## config.mk

```make
export PLATFORM = sky130hd
export DESIGN_NAME = saes_round_engine
export DESIGN_NICKNAME = d
export VERILOG_FILES = /design/src/rtl/saes_round_engine.sv
export SDC_FILE = /design/constraint.sdc
export NUM_CORES = 1
export LEC_CHECK = 0
export CELL_PAD_IN_SITES_DETAIL_PLACEMENT = 1
export CELL_PAD_IN_SITES_GLOBAL_PLACEMENT = 1
export CORE_MARGIN = 1
export CORE_UTILIZATION = 54
export DETAILED_ROUTE_END_ITERATION = 10
export DONT_BUFFER_PORTS = 1
export PLACE_DENSITY = 0.95
export SLEW_MARGIN = 20
export SYNTH_ARGS = -nofsm -noshare
export SYNTH_HDL_FRONTEND = slang
export SYNTH_SLANG_ARGS = --single-unit
```

## constraint.sdc

```tcl
create_clock -name clk -period 11.55 [get_ports clk]
set_input_delay 2.31 -clock clk [delete_from_list [all_inputs] [get_ports clk]]
set_output_delay 2.31 -clock clk [all_outputs]
set_load 0.03 [all_outputs]
```

## src/rtl/saes_round_engine.sv

```systemverilog
// Iterative Simplified-AES engine: 16-bit block, NUM_ROUNDS rounds at one round per clock,
// with on-accept key expansion, optional decrypt datapath and valid/ready on both sides.
module saes_round_engine #(
    parameter int NUM_ROUNDS = 2,
    parameter bit DEC_EN     = 1'b1
) (
    input  logic        clk,
    input  logic        rst,
    input  logic        in_valid,
    output logic        in_ready,
    input  logic        mode,
    input  logic [15:0] data_in,
    input  logic [15:0] key_in,
    output logic        out_valid,
    input  logic        out_ready,
    output logic [15:0] data_out,
    output logic        busy
);

    localparam int RW = 4;

    typedef enum logic [1:0] {
        IDLE = 2'd0,
        RUN  = 2'd1,
        DONE = 2'd2
    } state_t;

    generate
        if (NUM_ROUNDS < 1 || NUM_ROUNDS > 8) begin : g_bad_rounds
            $error("saes_round_engine: NUM_ROUNDS must be within 1..8");
        end
    endgenerate

    function automatic logic [3:0] sbox(input logic [3:0] x);
        logic [3:0] y;
        case (x)
            4'h0: y = 4'h9;  4'h1: y = 4'h4;  4'h2: y = 4'hA;  4'h3: y = 4'hB;
            4'h4: y = 4'hD;  4'h5: y = 4'h1;  4'h6: y = 4'h8;  4'h7: y = 4'h5;
            4'h8: y = 4'h6;  4'h9: y = 4'h2;  4'hA: y = 4'h0;  4'hB: y = 4'h3;
            4'hC: y = 4'hC;  4'hD: y = 4'hE;  4'hE: y = 4'hF;  default: y = 4'h7;
        endcase
        return y;
    endfunction

    function automatic logic [3:0] inv_sbox(input logic [3:0] x);
        logic [3:0] y;
        case (x)
            4'h0: y = 4'hA;  4'h1: y = 4'h5;  4'h2: y = 4'h9;  4'h3: y = 4'hB;
            4'h4: y = 4'h1;  4'h5: y = 4'h7;  4'h6: y = 4'h8;  4'h7: y = 4'hF;
            4'h8: y = 4'h6;  4'h9: y = 4'h0;  4'hA: y = 4'h2;  4'hB: y = 4'h3;
            4'hC: y = 4'hC;  4'hD: y = 4'h4;  4'hE: y = 4'hD;  default: y = 4'hE;
        endcase
        return y;
    endfunction

    function automatic logic [15:0] sub_nib16(input logic [15:0] x);
        return {sbox(x[15:12]), sbox(x[11:8]), sbox(x[7:4]), sbox(x[3:0])};
    endfunction

    function automatic logic [15:0] inv_sub_nib16(input logic [15:0] x);
        return {inv_sbox(x[15:12]), inv_sbox(x[11:8]), inv_sbox(x[7:4]), inv_sbox(x[3:0])};
    endfunction

    // Nibble swap of [11:8] and [3:0]; it is its own inverse.
    function automatic logic [15:0] shift_rows(input logic [15:0] x);
        return {x[15:12], x[3:0], x[7:4], x[11:8]};
    endfunction

    function automatic logic [3:0] xtime(input logic [3:0] a);
        return {a[2:0], 1'b0} ^ (a[3] ? 4'h3 : 4'h0);
    endfunction

    function automatic logic [3:0] mul4(input logic [3:0] a);
        return xtime(xtime(a));
    endfunction

    function automatic logic [3:0] mul9(input logic [3:0] a);
        return xtime(xtime(xtime(a))) ^ a;
    endfunction

    // Columns are (x[15:12], x[11:8]) and (x[7:4], x[3:0]).
    function automatic logic [15:0] mix_col(input logic [15:0] x);
        return {x[15:12] ^ mul4(x[11:8]), mul4(x[15:12]) ^ x[11:8],
                x[7:4]   ^ mul4(x[3:0]),  mul4(x[7:4])   ^ x[3:0]};
    endfunction

    function automatic logic [15:0] inv_mix_col(input logic [15:0] x);
        return {mul9(x[15:12]) ^ xtime(x[11:8]), xtime(x[15:12]) ^ mul9(x[11:8]),
                mul9(x[7:4])   ^ xtime(x[3:0]),  xtime(x[7:4])   ^ mul9(x[3:0])};
    endfunction

    function automatic logic [7:0] rcon(input int i);
        logic [7:0] r;
        case (i)
            1: r = 8'h80;  2: r = 8'h30;  3: r = 8'h60;  4: r = 8'hC0;
            5: r = 8'hB0;  6: r = 8'h50;  7: r = 8'hA0;  8: r = 8'h70;
            default: r = 8'h00;
        endcase
        return r;
    endfunction

    function automatic logic [7:0] sub_rot(input logic [7:0] w);
        return {sbox(w[3:0]), sbox(w[7:4])};
    endfunction

    state_t        state_q, state_d;
    logic [15:0]   st_q;
    logic [15:0]   data_out_q;
    logic [RW-1:0] round_q;
    logic          mode_q;
    logic [15:0]   rk_q    [0:NUM_ROUNDS];
    logic [15:0]   rk_next [0:NUM_ROUNDS];
    logic [7:0]    w       [0:2*NUM_ROUNDS+1];

    logic          accept;
    logic          mode_in;
    logic          last_round;
    logic [15:0]   k_enc, k_dec;
    logic [15:0]   enc_sr, enc_next;
    logic [15:0]   dec_pre, dec_next;
    logic [15:0]   round_next;
    logic [15:0]   whiten_key;

    assign accept     = in_valid & in_ready;
    assign mode_in    = DEC_EN & mode;
    assign last_round = (round_q == RW'(NUM_ROUNDS));

    // Full schedule is built combinationally from key_in so every round key is ready on accept.
    always_comb begin
        w[0] = key_in[15:8];
        w[1] = key_in[7:0];
        for (int i = 1; i <= NUM_ROUNDS; i++) begin
            w[2*i]   = w[2*i-2] ^ rcon(i) ^ sub_rot(w[2*i-1]);
            w[2*i+1] = w[2*i] ^ w[2*i-1];
        end
        for (int i = 0; i <= NUM_ROUNDS; i++) begin
            rk_next[i] = {w[2*i], w[2*i+1]};
        end
    end

    assign whiten_key = mode_in ? rk_next[NUM_ROUNDS] : rk_next[0];

    // NOTE: every always_comb output gets a default first, so no path can infer a latch.
    always_comb begin
        k_enc = 16'h0000;
        k_dec = 16'h0000;
        for (int i = 0; i <= NUM_ROUNDS; i++) begin
            if (round_q == RW'(i))              k_enc = rk_q[i];
            if (round_q == RW'(NUM_ROUNDS - i)) k_dec = rk_q[i];
        end
    end

    assign enc_sr   = shift_rows(sub_nib16(st_q));
    assign enc_next = (last_round ? enc_sr : mix_col(enc_sr)) ^ k_enc;

    generate
        if (DEC_EN) begin : g_dec
            assign dec_pre  = inv_sub_nib16(shift_rows(st_q)) ^ k_dec;
            assign dec_next = last_round ? dec_pre : inv_mix_col(dec_pre);
        end else begin : g_no_dec
            assign dec_pre  = 16'h0000;
            assign dec_next = 16'h0000;
        end
    endgenerate

    assign round_next = mode_q ? dec_next : enc_next;

    // NOTE: sequential state uses non-blocking assignments so all registers update together.
    always_ff @(posedge clk) begin
        if (rst) begin
            state_q <= IDLE;
        end else begin
            state_q <= state_d;
        end
    end

    always_comb begin
        state_d = state_q;
        case (state_q)
            IDLE:    if (in_valid) state_d = RUN;
            RUN:     if (last_round) state_d = DONE;
            DONE:    if (out_ready) state_d = in_valid ? RUN : IDLE;
            default: state_d = IDLE;
        endcase
    end

    always_comb begin
        in_ready  = (state_q == IDLE) | ((state_q == DONE) & out_ready);
        out_valid = (state_q == DONE);
        busy      = (state_q == RUN);
    end

    assign data_out = data_out_q;

    // NOTE: the round-key bank is reset as well, so no key material survives a reset.
    always_ff @(posedge clk) begin
        if (rst) begin
            st_q       <= 16'h0000;
            data_out_q <= 16'h0000;
            round_q    <= '0;
            mode_q     <= 1'b0;
            for (int i = 0; i <= NUM_ROUNDS; i++) rk_q[i] <= 16'h0000;
        end else if (accept) begin
            st_q    <= data_in ^ whiten_key;
            round_q <= RW'(1);
            mode_q  <= mode_in;
            for (int i = 0; i <= NUM_ROUNDS; i++) rk_q[i] <= rk_next[i];
        end else if (state_q == RUN) begin
            st_q <= round_next;
            if (last_round) begin
                data_out_q <= round_next;
                round_q    <= '0;
            end else begin
                round_q <= round_q + RW'(1);
            end
        end
    end

endmodule

```

==> flow_summary.ini, run 1 <==
[synthesis]
yosysMostFrequentCell = sky130_fd_sc_hd__nor2_1
share_of_async_settable_or_async_resettable_flops_after_synthesis = 0
ys_top_cells_by_count = 109 x sky130_fd_sc_hd__nor2_1, 81 x sky130_fd_sc_hd__nand2_1, 71 x sky130_fd_sc_hd__dfxtp_1
count_of_flip_flops_with_a_built_in_enable_after_synthesis = 48
yosys_register_bits = 119
synth_top_cells_by_area = sky130_fd_sc_hd__edfxtp_1 15%, sky130_fd_sc_hd__dfxtp_1 15%, sky130_fd_sc_hd__ha_1 6.6%
seq_area_frac_synth = 0.3004
synth_fp_nets = 1172
synth.cell_area_mm2 = 0.009529
synth_top_cell_area_share = 0.1513
postSynthAreaPerCell_um2 = 8.783
synthCells = 1085
dominant_synthesized_flop_cell = sky130_fd_sc_hd__dfxtp_1
synth_top_area_cell = sky130_fd_sc_hd__edfxtp_1
synth.distinct_cells = 89
yosys_warnings = 0

[routing]
postRouteAntennaNets = 0
wire_length_after_detailed_routing_um = 35450
first_pass_iters = 7
detail_route.vias_per_cell = 6.949
drc = 0
vias = 8964
wl_per_cell_um = 27.48
drtIter0Drc = 958

[grt]
grt_usage = 0.3972
grt_pass1_wl_um = 53650
number_of_global_route_vias_before_repair = 9159
grt_start_max_net_pins = 62
grt.overflow.total = 0
initial_antenna_violation_count = 2

[die]
die-area_mm2 = 0.01818
design.portCount = 56
placeableCoreArea_mm2 = 0.01724
initial_core_util = 0.5528
std_cell_rows = 48
die_height_um = 134.8
die_w_um = 134.8

[placed_design]
gpl.final_weighted_congestion = 0.9717
buffer_ports.inserted = 0
hpwlAfterDp_um = 24420

[hold_path]
min_to = data_out[12]
timing.hold.worst.class = reg2reg
hold_start = data_out[12]
holdPathStages = 2

[sta]
fin_crit_ns = 6.748
hold_viol_final = 0
fmaxAchievable_ghz = 0.1482
finalHoldWorstSlack_ns = 0.6014
maxSlewViolCount = 0
finalSetupTns_ns = 0
final.setup_skew_ns = 0.008582
timing_worst_slew_pin_value_ns = 0.9892
rsz0062_at_grt = no
number_of_failing_setup_endpoints_in_the_final_timing_report = 0
finalCritPeriodShare = 0.5842
max-slew-margin-rel = 0.3381

[setup_path]
cp.required_ns = 11.87
critical_path.max_stage_delay_ns = 0.55
critical_path.reg2reg.startpoint = round_q[2]
crit_path_cell_trace = inv_1, ha_1, mux4_2, xnor3_1, inv_1, ha_1, mux2i_1, xor2_1, o22ai_1, a211o_1, nor4_1, inv_1, ha_1, and3b_1, a211oi_1
worst-path-buf-inv = 3
r2r_cells = 13
cp.arrival_ns = 7.07
criticalPathCategory = in2reg
rrSetupSlack_ns = 6.10
worst_setup_path_end_kind = flop
cp-start-kind = input pin
critical_path.top_delay_family = adder cells
crit_path_max_fanout = 7
worstReg2RegEnd = enc_sr[0]
crit_path_top_delay_cell = sky130_fd_sc_hd__nor4_1

[power]
pwr-share-comb = 0.457
peakVddDrop_v = 0.0001174
switching_power_mw = 0.9340
leakagePower_nw = 4.106
power_switching_share = 0.4217
sequentialPowerShare = 0.276
part_of_the_power_in_the_clock_network = 0.267
power.density_cell_area_mw_per_mm2 = 215.6
cellInternalPower_mw = 1.281

[clock_network]
cts_hold_repair.buffers = 0
clkSlewWorstSetupHoldPaths_ns = 0.06
clkLatencyLatePin_ns = 0.44
cts_made_buffers = 17
post_cts.resized_instances = 0
clk_path_buf_depth = 2
cts.repair_timing.setup_buffer_count = 0
cts_tree = built
clock_tree.htree_level_count = 4
clock-root-buffer = sky130_fd_sc_hd__clkbuf_16
clk_sinks = 119

[finish]
n_fill_cell = 1972
post_route_cells_drive_above_1_share = 0.09296
design.final.nets = 1139
antenna_cells = 0
areaGrowthSynthToFinish_pct = 7.812

[run_status]
status = finished clean

[job]
maxCapViolCount = 0
## worst max-delay path by stage
stage | start | endpoint | slack, ns | cells past startpoint
2_1_floorplan | key_in[1] | enc_sr[2] | 5.03 | 21
3_3_place_gp | key_in[1] | enc_sr[2] | 4.70 | 21
3_5_place_dp | key_in[1] | enc_sr[2] | 4.42 | 21
4_1_cts | key_in[1] | enc_sr[2] | 4.86 | 21
5_1_grt | key_in[1] | enc_sr[2] | 4.48 | 21
6_report | key_in[5] | flop | 4.80 | 15
## kinds of logic after synthesis
family / Yosys count / synth area share
muxes: 72 / 0.08127
adders and majority gates: 50 / 0.06565
AOI/OAI and AO/OA: 241 / 0.1861
DFF: 119 / 0.3004
buffers and inverters: 111 / 0.04858
and+or+nand+nor: 370 / 0.1933
xor gates and xnor gates: 122 / 0.1247
## cell usage in the layout (no fill, tap or decap), types with 7 or more instances in the layout
cell,Yosys,layout
sky130_fd_sc_hd__and2_1,11,11
sky130_fd_sc_hd__buf_4,4,11
sky130_fd_sc_hd__o211ai_1,7,7
sky130_fd_sc_hd__a211oi_1,18,18
sky130_fd_sc_hd__a31oi_1,13,13
sky130_fd_sc_hd__nor2_1,109,109
sky130_fd_sc_hd__nor3_1,41,40
sky130_fd_sc_hd__mux2i_1,50,50
sky130_fd_sc_hd__mux2_2,17,17
sky130_fd_sc_hd__o21ai_1,8,8
sky130_fd_sc_hd__a211o_1,10,10
sky130_fd_sc_hd__a21oi_1,33,33
sky130_fd_sc_hd__nand2b_1,15,15
sky130_fd_sc_hd__ha_1,50,50
sky130_fd_sc_hd__or3_1,11,11
sky130_fd_sc_hd__xnor2_1,70,70
sky130_fd_sc_hd__inv_1,45,44
sky130_fd_sc_hd__xor2_1,42,42
sky130_fd_sc_hd__a32oi_1,7,7
sky130_fd_sc_hd__nand2_1,81,81
sky130_fd_sc_hd__nand3_1,18,18
sky130_fd_sc_hd__nor3b_1,7,7
sky130_fd_sc_hd__edfxtp_1,48,48
sky130_fd_sc_hd__o21ai_0,47,47
sky130_fd_sc_hd__nor2b_1,19,19
sky130_fd_sc_hd__and3_1,17,17
sky130_fd_sc_hd__clkbuf_16,0,19
sky130_fd_sc_hd__dfxtp_1,71,70
sky130_fd_sc_hd__o22ai_1,11,11
## layout make-up
type | instances | area [µm²] | share of cell area
multi-input cells | 855 | 6217 | 0.6052
flip-flops and latches | 119 | 2864 | 0.2788
clock buffers | 20 | 489.2 | 0.04762
well taps | 225 | 281.5 | 0.02740
inverters | 48 | 181.4 | 0.01766
clock inverters | 12 | 157.7 | 0.01535
repair buffers | 11 | 82.58 | 0.008038
## worst register-to-register path, delay by kind of cell, from the launching register on
family                   cells  cell delay (ns)
AO/OA/AOI/OAI                6             2.18
XOR/XNOR                     2             0.96
adder cells (fa/ha/maj)      1             0.30
buffers and inverters        1             0.21
flip-flops                   1             0.56
AND/OR/NAND/NOR              3             1.15
## routing by layer
layer / part of all wire / track usage / vias up / routed length (µm)
met5: 0 / 0 / - / 0
met4: 0.061 / 0.2347 / 0 / 2178
met3: 0.094 / 0.09760 / 159 / 3329
met2: 0.47 / 0.6466 / 561 / 16510
met1: 0.38 / 0.4757 / 4399 / 13430
li1: - / - / 3845 / -
## power groups by stage
stage | clock, mW | combinational (mW) | sequential (mW)
2_1_floorplan | 0 | 0.711 | 0.576
3_3_place_gp | 0 | 0.905 | 0.606
5_1_grt | 0.604 | 1.06 | 0.615
3_5_place_dp | 0 | 0.948 | 0.612
6_report | 0.592 | 1.01 | 0.611
4_1_cts | 0.585 | 0.979 | 0.607
## metrics by stage
stage | utilization | setup slack (ns) | area, µm² | power (mW) | std cells
final | 0.5960 | 4.802 | 10270 | 2.215 | 1290
after global routing | 0.5960 | 4.481 | 10270 | 2.284 | 1290
after CTS | 0.5960 | 4.862 | 10270 | 2.171 | 1290
after detailed placement | 0.5584 | 4.415 | 9625 | 1.560 | 1258
after global placement | 0.5584 | 4.702 | 9625 | 1.511 | 1258
after floorplan | - | 5.031 | 9529 | 1.287 | 1085
Power figures use the tool's default switching activity.
==> run 2, diff against run 1 <==
CORE_UTILIZATION = 45   (was 54)
PLACE_DENSITY = 0.88   (was 0.95)
clock period = 5.5 ns   (was 11.55 ns; I/O delays follow)
==> run 2 against run 1 <==
  * Worst hold slack got worse by 0.026 ns
  * Utilization is 9.0 points lower
  * Sequential share of layout area down 0.26 points
  * Via count fell by 2.6%
  * Sequential cell count unchanged
  * Design area grew 0.94%
  * First-iteration DRC count is 9.3% lower
  * Cell count grew 5.0%
==> flow_summary.ini, run 2 (same netlist as run 1, synthesis figures left out) <==
[power]
power_switching_share = 0.4219
part_of_the_power_in_the_clock_network = 0.238
switching_power_mw = 1.858
power.density_cell_area_mw_per_mm2 = 424.7
sequentialPowerShare = 0.290
cellInternalPower_mw = 2.546
peakVddDrop_v = 0.0001911
pwr-share-comb = 0.472
leakagePower_nw = 4.154

[routing]
wire_length_after_detailed_routing_um = 33600
drc = 0
drtIter0Drc = 869
detail_route.vias_per_cell = 6.449
wl_per_cell_um = 24.81
vias = 8732
first_pass_iters = 5
postRouteAntennaNets = 0

[finish]
design.final.nets = 1159
antenna_cells = 0
n_fill_cell = 2428
post_route_cells_drive_above_1_share = 0.1070
layout.cells.most_common_list = 109 x sky130_fd_sc_hd__nor2_1, 81 x sky130_fd_sc_hd__nand2_1, 70 x sky130_fd_sc_hd__xnor2_1, 70 x sky130_fd_sc_hd__dfxtp_1
design_area_mm2 = 0.01037
multi_input_comb_area_mm2 = 0.006217
layout_commonest_cell = sky130_fd_sc_hd__nor2_1
sequential_cell_area_mm2 = 0.002864
areaGrowthSynthToFinish_pct = 8.823

[sta]
finalCritPeriodShare = 0.9577
max-slew-margin-rel = 0.2598
maxSlewViolCount = 0
fmaxAchievable_ghz = 0.1899
final.setup_skew_ns = 0.01541
finalSetupTns_ns = 0
hold_viol_final = 0
timing_worst_slew_pin_value_ns = 1.109
rsz0062_at_grt = no
number_of_failing_setup_endpoints_in_the_final_timing_report = 0
fin_crit_ns = 5.267

[clock_network]
clk_path_buf_depth = 2
clkSlewWorstSetupHoldPaths_ns = 0.06
clkLatencyLatePin_ns = 0.43
clk_sinks = 119
cts_hold_repair.buffers = 0
cts_made_buffers = 17
cts.repair_timing.setup_buffer_count = 0
cts_tree = built
post_cts.resized_instances = 0
clock_tree.htree_level_count = 4
clock-root-buffer = sky130_fd_sc_hd__clkbuf_16

[hold_path]
min_to = st_q[0]
timing.hold.worst.class = reg2reg
hold_start = st_q[0]
holdPathStages = 2

[die]
die-area_mm2 = 0.02176
std_cell_rows = 52
die_height_um = 147.5
design.portCount = 56
placeableCoreArea_mm2 = 0.02049
initial_core_util = 0.4650
die_w_um = 147.5

[setup_path]
worst_setup_path_end_kind = flop
cp-start-kind = input pin
cp.arrival_ns = 5.57
critical_path.reg2reg.startpoint = round_q[2]
crit_path_max_fanout = 8
rrSetupSlack_ns = 0.62
r2r_cells = 14
cp.required_ns = 5.80
criticalPathCategory = in2reg
worstReg2RegEnd = enc_sr[2]

[grt]
number_of_global_route_vias_before_repair = 8839
grt_usage = 0.3169
grt_pass1_wl_um = 51980
grt_start_max_net_pins = 52
initial_antenna_violation_count = 0
grt.overflow.total = 0

[job]
maxCapViolCount = 0

[placed_design]
hpwlAfterDp_um = 25040
placement.cell_area_mm2 = 0.009832
buffer_ports.inserted = 0
gpl.final_weighted_congestion = 0.9289

[run_status]
status = finished clean
## run 2: final cells by class
cell class / count / share of cell area
sequential: 119 / 0.2762
multi-input combinational: 855 / 0.5995
clock buffer: 21 / 0.04549
tap: 270 / 0.03258
clock inverter: 10 / 0.006395
timing repair buffer: 31 / 0.02244
inverter: 48 / 0.01737
## run 2: worst max path at each step
| stage | startpoint | end | slack [ns] |
|---|---|---|---|
| final | key_in[0] | enc_sr[2] | 0.23 |
| after global routing | key_in[0] | enc_sr[2] | 0.04 |
| after CTS | key_in[0] | enc_sr[2] | 0.34 |
| after detailed placement | key_in[0] | enc_sr[2] | -0.09 |
| after global placement | key_in[0] | enc_sr[2] | 0.08 |
| after floorplan | key_in[1] | enc_sr[2] | 0.19 |
## run 2: power groups by stage
| stage | sequential [mW] | combinational (mW) | clock (mW) |
|---|---|---|---|
| floorplan | 1.21 | 1.49 | 0 |
| global placement | 1.27 | 1.92 | 0 |
| detailed placement | 1.28 | 2.00 | 0 |
| CTS | 1.27 | 2.03 | 1.04 |
| global route | 1.29 | 2.21 | 1.08 |
| finish | 1.28 | 2.08 | 1.05 |
## run 2: metal layers
layer,track usage,wire length [µm]
met2,0.5184,15730
met5,0,0
met1,0.3875,13440
met4,0.1809,1870
met3,0.06574,2559
## run 2: worst max-delay path: stages
cell	delay, ns
sky130_fd_sc_hd__inv_1	0.07
sky130_fd_sc_hd__ha_1	0.33
sky130_fd_sc_hd__inv_1	0.05
sky130_fd_sc_hd__mux4_2	0.50
sky130_fd_sc_hd__xor2_1	0.21
sky130_fd_sc_hd__inv_2	0.08
sky130_fd_sc_hd__ha_1	0.16
sky130_fd_sc_hd__or3b_2	0.44
sky130_fd_sc_hd__a22oi_1	0.14
sky130_fd_sc_hd__a31oi_1	0.06
sky130_fd_sc_hd__a31oi_1	0.24
sky130_fd_sc_hd__o32ai_2	0.13
sky130_fd_sc_hd__xnor2_1	0.38
sky130_fd_sc_hd__a21oi_1	0.15
sky130_fd_sc_hd__o31ai_2	0.35
sky130_fd_sc_hd__and2_1	0.22
sky130_fd_sc_hd__inv_1	0.09
sky130_fd_sc_hd__ha_1	0.20
sky130_fd_sc_hd__or4_1	0.51
sky130_fd_sc_hd__o21ai_1	0.09
sky130_fd_sc_hd__a21oi_1	0.08
## run 2: stage by stage
step	hold WS (ns)	worst slack, ns	total power [mW]	utilization	std cells
2_1_floorplan	0.5132	0.1914	2.703	-	1085
3_3_place_gp	0.5291	0.08309	3.194	0.4797	1323
3_5_place_dp	0.5616	-0.09160	3.285	0.4797	1323
4_1_cts	0.5742	0.3353	4.343	0.5060	1354
5_1_grt	0.6170	0.03562	4.580	0.5060	1354
6_report	0.5755	0.2328	4.404	0.5060	1354
